===== config.mk =====
export PLATFORM = sky130hd
export DESIGN_NAME = alu_op_driver
export DESIGN_NICKNAME = d
export VERILOG_FILES = /design/src/rtl/alu_op_driver.sv
export SDC_FILE = /design/constraint.sdc
export NUM_CORES = 1
export LEC_CHECK = 0
export CORE_MARGIN = 2
export CORE_UTILIZATION = 25
export CTS_BUF_LIST = sky130_fd_sc_hd__clkbuf_8
export CTS_CLUSTER_SIZE = 10
export DETAILED_ROUTE_END_ITERATION = 6
export GPL_TIMING_DRIVEN = 0
export HOLD_SLACK_MARGIN = 0.08
export PLACE_DENSITY = 0.61
export SLEW_MARGIN = 20
export SYNTH_ARGS = -nofsm -noshare
export SYNTH_HDL_FRONTEND = slang
export SYNTH_SLANG_ARGS = --single-unit

===== constraint.sdc =====
create_clock -name clk -period 3.28 [get_ports clk]
set_input_delay 0.328 -clock clk [delete_from_list [all_inputs] [get_ports clk]]
set_output_delay 0.328 -clock clk [all_outputs]
set_load 0.05 [all_outputs]

===== src/rtl/alu_op_driver.sv =====
// alu_op_driver: registers one command onto a fixed-latency ALU, waits LATENCY cycles,
// captures the result and holds it until the consumer takes it.
module alu_op_driver #(
   parameter int WIDTH   = 16,
   parameter int LATENCY = 1
) (
   input  logic             clk,
   input  logic             reset,
   input  logic             cmd_valid,
   output logic             cmd_ready,
   input  logic [WIDTH-1:0] cmd_a,
   input  logic [WIDTH-1:0] cmd_b,
   input  logic [1:0]       cmd_op,
   output logic [WIDTH-1:0] alu_a,
   output logic [WIDTH-1:0] alu_b,
   output logic [1:0]       alu_op,
   input  logic [WIDTH-1:0] alu_y,
   output logic             rsp_valid,
   input  logic             rsp_ready,
   output logic [WIDTH-1:0] rsp_y,
   output logic [1:0]       rsp_op,
   output logic             rsp_zero,
   output logic             busy,
   output logic [15:0]      op_count
);
   typedef enum logic [1:0] {IDLE, WAIT, RESP} state_t;
   localparam logic [3:0] LAT = 4'(LATENCY);
   state_t     state;
   logic [3:0] cnt;
   always_ff @(posedge clk or negedge reset)
      if (!reset) begin
         state     <= IDLE;
         cnt       <= '0;
         cmd_ready <= 1'b0;
         busy      <= 1'b0;
         alu_a     <= '0;
         alu_b     <= '0;
         alu_op    <= '0;
         rsp_valid <= 1'b0;
         rsp_y     <= '0;
         rsp_op    <= '0;
         rsp_zero  <= 1'b0;
         op_count  <= '0;
      end else
         case (state)
            IDLE:
               // cmd_ready is low for the first edge after reset, so acceptance waits for it
               if (cmd_ready && cmd_valid) begin
                  alu_a     <= cmd_a;
                  alu_b     <= cmd_b;
                  alu_op    <= cmd_op;
                  cnt       <= LAT;
                  state     <= WAIT;
                  cmd_ready <= 1'b0;
                  busy      <= 1'b1;
               end else
                  cmd_ready <= 1'b1;
            WAIT:
               if (cnt != 4'd0)
                  cnt <= cnt - 4'd1;
               else begin
                  rsp_y     <= alu_y;
                  rsp_op    <= alu_op;
                  rsp_zero  <= (alu_y == '0);
                  rsp_valid <= 1'b1;
                  state     <= RESP;
               end
            RESP:
               if (rsp_ready) begin
                  rsp_valid <= 1'b0;
                  busy      <= 1'b0;
                  cmd_ready <= 1'b1;
                  op_count  <= op_count + 16'd1;
                  state     <= IDLE;
               end
            default: state <= IDLE;
         endcase
endmodule


==> summary.md <==
| Metric | Value |
|---|---|
| Status | finished, final reports clean |
| Gr ovfl total | 0 |
| DRT antenna net count | 0 |
| CP Data Arrival Time | 1.68 ns |
| VDD IR-drop max | 558 uV |
| Adder-Cell Fraction of Synth Area | 1.17% |
| Clock sinks | 78 |
| Worst Setup Start Kind | flop |
| Kind of end point of the critical path | output pin |
| Share of post-route cells with drive strength above 1 | 21.4% |
| Pwr/cell area | 1110 mW/mm^2 |
| Crit-path slowest cell | clkdlybuf4s50_1 |
| # diodes | 0 |
| Least-Margin Pin Slew | 0.548 ns |
| Placed cell areas | 0.00469 sq mm |
| Endpoints failing setup | 0 |
| CTS Buf Count | 9 |
| Initial Util | 25.5% |
| FP Rows | 41 |
| First-pass GRT wire length | 11500 microns |
| Complex-gate fraction of the synthesized area | 0.469% |
| Xor/xnor share of the synthesized area | 4.65% |
| Clk slew on worst S/H paths | 0.08 ns |
| WL/cell | 14.0 microns |
| Warning count from the yosys run | 0 |
| Final min period | 2.00 ns |
| TritonCTS clock tree | done |
| Reg2Reg Setup Slack | 1.43 ns |
| Postcts setup bufs | 0 |
| Simple-Gate Fraction of Synth Area | 10.2% |
| Crit-path max FO | 6 |
| Footprint of the multi-input gates | 0.00119 sq mm |
| Total number of vias | 2257 |
| Gpl congestion | 0.767 |
| Seq cells post-synth | 78 |
| CP Buf/Inv Count | 1 |
| CTS root buffer | clkbuf_8 |
| Final period util | 61.1% |
| Syn Area/Cell | 14.4 sq um |
| Max-slew violations | 0 |
| CP top delay family | buffers and inverters |
| Port bufs | 125 |
| Via density | 4.20 |
| DRT Wirelength | 7490 microns |
| Residual DRC | 0 |
| Core ar. | 0.0126 sq mm |
| Max_cap viols | 0 |
| Critical path required time | 2.95 ns |
| Syn Inst Count | 222 |
| Syn nets | 279 |
| Unrepaired setup endpoints after global routing | no |
| Drt pass-1 iters | 4 |
| DP Wirelength | 5460 microns |
| Worst clock skew | 0.00972 ns |
| Leakage power | 2.18 nW |
| Area growth syn-to-layout | 53.7% |
| Die Span X | 117 microns |
| Synth cell types | 26 |
| Largest net degree at the start of global routing | 44 |
| Pre-CTS setup slack | 1.18 ns |
| Top Ports | 126 |
| Clock latency on the worst-skew pair | 0.37 ns |
| Achievable Freq | 499 MHz |
| Fin. Hold Viols | 0 |
| Sequential fraction of the synthesis area | 61.0% |
| Drt initial violations | 89 |
| PnR worst setup slack | 1.28 ns |
| CP Cell Sequence | clkdlybuf4s50_1 |
| Die Height | 117 microns |
| Worst hold path class | in -> async |
| Worst path max stage delay | 0.85 ns |
| Initial antenna violation count | 0 |
| Largest family of logic cells by synthesized area | multiplexers |
| Max_slew headroom | 63.3% |
| CTS H-tree depth | 3 |
| Clock buffer depth | 2 |
| Die area | 0.0137 sq mm |
| Total Routing Usage GR | 11.3% |
| FF+latch area | 0.00195 sq mm |
| Filler cells | 1211 |
| Vias in the first global route | 2301 |
| Synth Cell Area | 0.00320 sq mm |
| Hold WS | 0.465 ns |
| Setup_tns | 0 ns |
| Mux cell area share after synthesis | 20.5% |
| Nets | 417 |
| Type of the worst setup path | reg -> out |
| Design Area, Final | 0.00492 sq mm |
per-layer routing:
metal	track usage [%]	vias to the layer above	wire length, microns
met2	17.3	86	3470
met5	0	-	0
li1	-	1048	-
met1	13.2	1114	3160
met4	4.78	0	131
met3	6.08	9	740
report_power, final:
| part | leakage (nW) | internal, mW | switching (mW) |
|---|---|---|---|
| clock | 0.119 | 0.441 | 0.356 |
| combinational | 1.11 | 1.21 | 1.83 |
| sequential | 0.951 | 1.37 | 0.234 |
cell usage after synthesis (all sizes together):
master  number  share of area (%)
xor2         9                2.5
dfrtp       78                 61
nor4         5                1.4
mux2        53                 21
ha           3                1.2
nand3       13                2.0
nor3         3               0.47
nand4        2               0.39
and3b        1               0.27
xnor2        8                2.2
or3b         1               0.35
nor2         8               0.94
nand3b       2               0.47
nand2       14                1.6
nand2b       2               0.63
inv          3               0.35
a21oi        1               0.16
buf          6                1.6
o21ai        2               0.31
and3         7                1.4
and2b        1               0.23
sequential cells by signal, summed over array words and instances, names as in the netlist, 2 cells and up:
register	count
op_count	16
rsp_op	2
alu_b	16
alu_a	16
cnt	4
alu_op	2
state	2
rsp_y	16
final timing paths:
| check | from | endpoint | depth (start not counted) |
|---|---|---|---|
| max | op_count[9]$_DFFE_PN0P_ | op_count[9] | 1 |
| min | reset | op_count[14]$_DFFE_PN0P_ | 2 |
| max reg2reg | cnt[1]$_DFFE_PN0P_ | rsp_y[6]$_DFFE_PN0P_ | 6 |
| min reg2reg | busy$_DFFE_PN0P_ | busy$_DFFE_PN0P_ | 2 |
| max in group asynchronous | reset | alu_b[8]$_DFFE_PN0P_ | 3 |
| min in group clk | busy$_DFFE_PN0P_ | busy$_DFFE_PN0P_ | 2 |
through the flow:
| stage | cells | power (mW) | util [%] |
|---|---|---|---|
| 6_report | 537 | 5.44 | 39.1 |
| 5_1_grt | 537 | 5.73 | 39.1 |
| 4_1_cts | 537 | 5.52 | 39.1 |
| 3_5_place_dp | 520 | 4.69 | 37.3 |
| 3_3_place_gp | 519 | 4.65 | 37.1 |
| 2_1_floorplan | 222 | 3.67 | - |
final cells by class:
type                       count  area share, %
sequential                    78           39.7
buffer                         6           1.02
inverter                       3          0.229
clock buffer                  10           2.80
clock inverter                 6           1.58
timing repair buffer         127           26.2
tap                          172           4.38
multi-input combinational    135           24.1
placed cells by master (no fill, tap or decap):
cell type,n
nand2b_4,1
buf_16,1
mux2_2,37
clkbuf_8,10
or3b_4,1
dfrtp_1,78
nand3b_1,2
and3b_1,1
ha_1,3
nand2b_1,1
nor2_1,8
mux2_4,16
clkdlybuf4s50_1,124
bufinv_16,2
buf_6,2
buf_4,4
nor3_1,3
buf_2,1
nand4_1,2
nor4_1,4
nor4_4,1
o21ai_0,2
inv_1,5
and3_1,7
and2b_1,1
nand2_1,14
clkinv_2,2
xor2_1,9
xnor2_1,8
nand3_1,13
dlygate4sd3_1,1
a21oi_1,1
kinds of logic (layout without fill, tap and decap cells):
family,Yosys count,in the layout
flops,78,78
simple gates,59,59
mux,53,53
xor+xnor,17,17
buf+inv,9,152
fa+ha+maj,3,3
compound gates,3,3
repair_timing:
action,4_1_cts,5_1_grt
endpoints found under the hold margin,35,0
hold buffers,1,0
resized for setup,0,0
(Power assumes the default switching activity.)
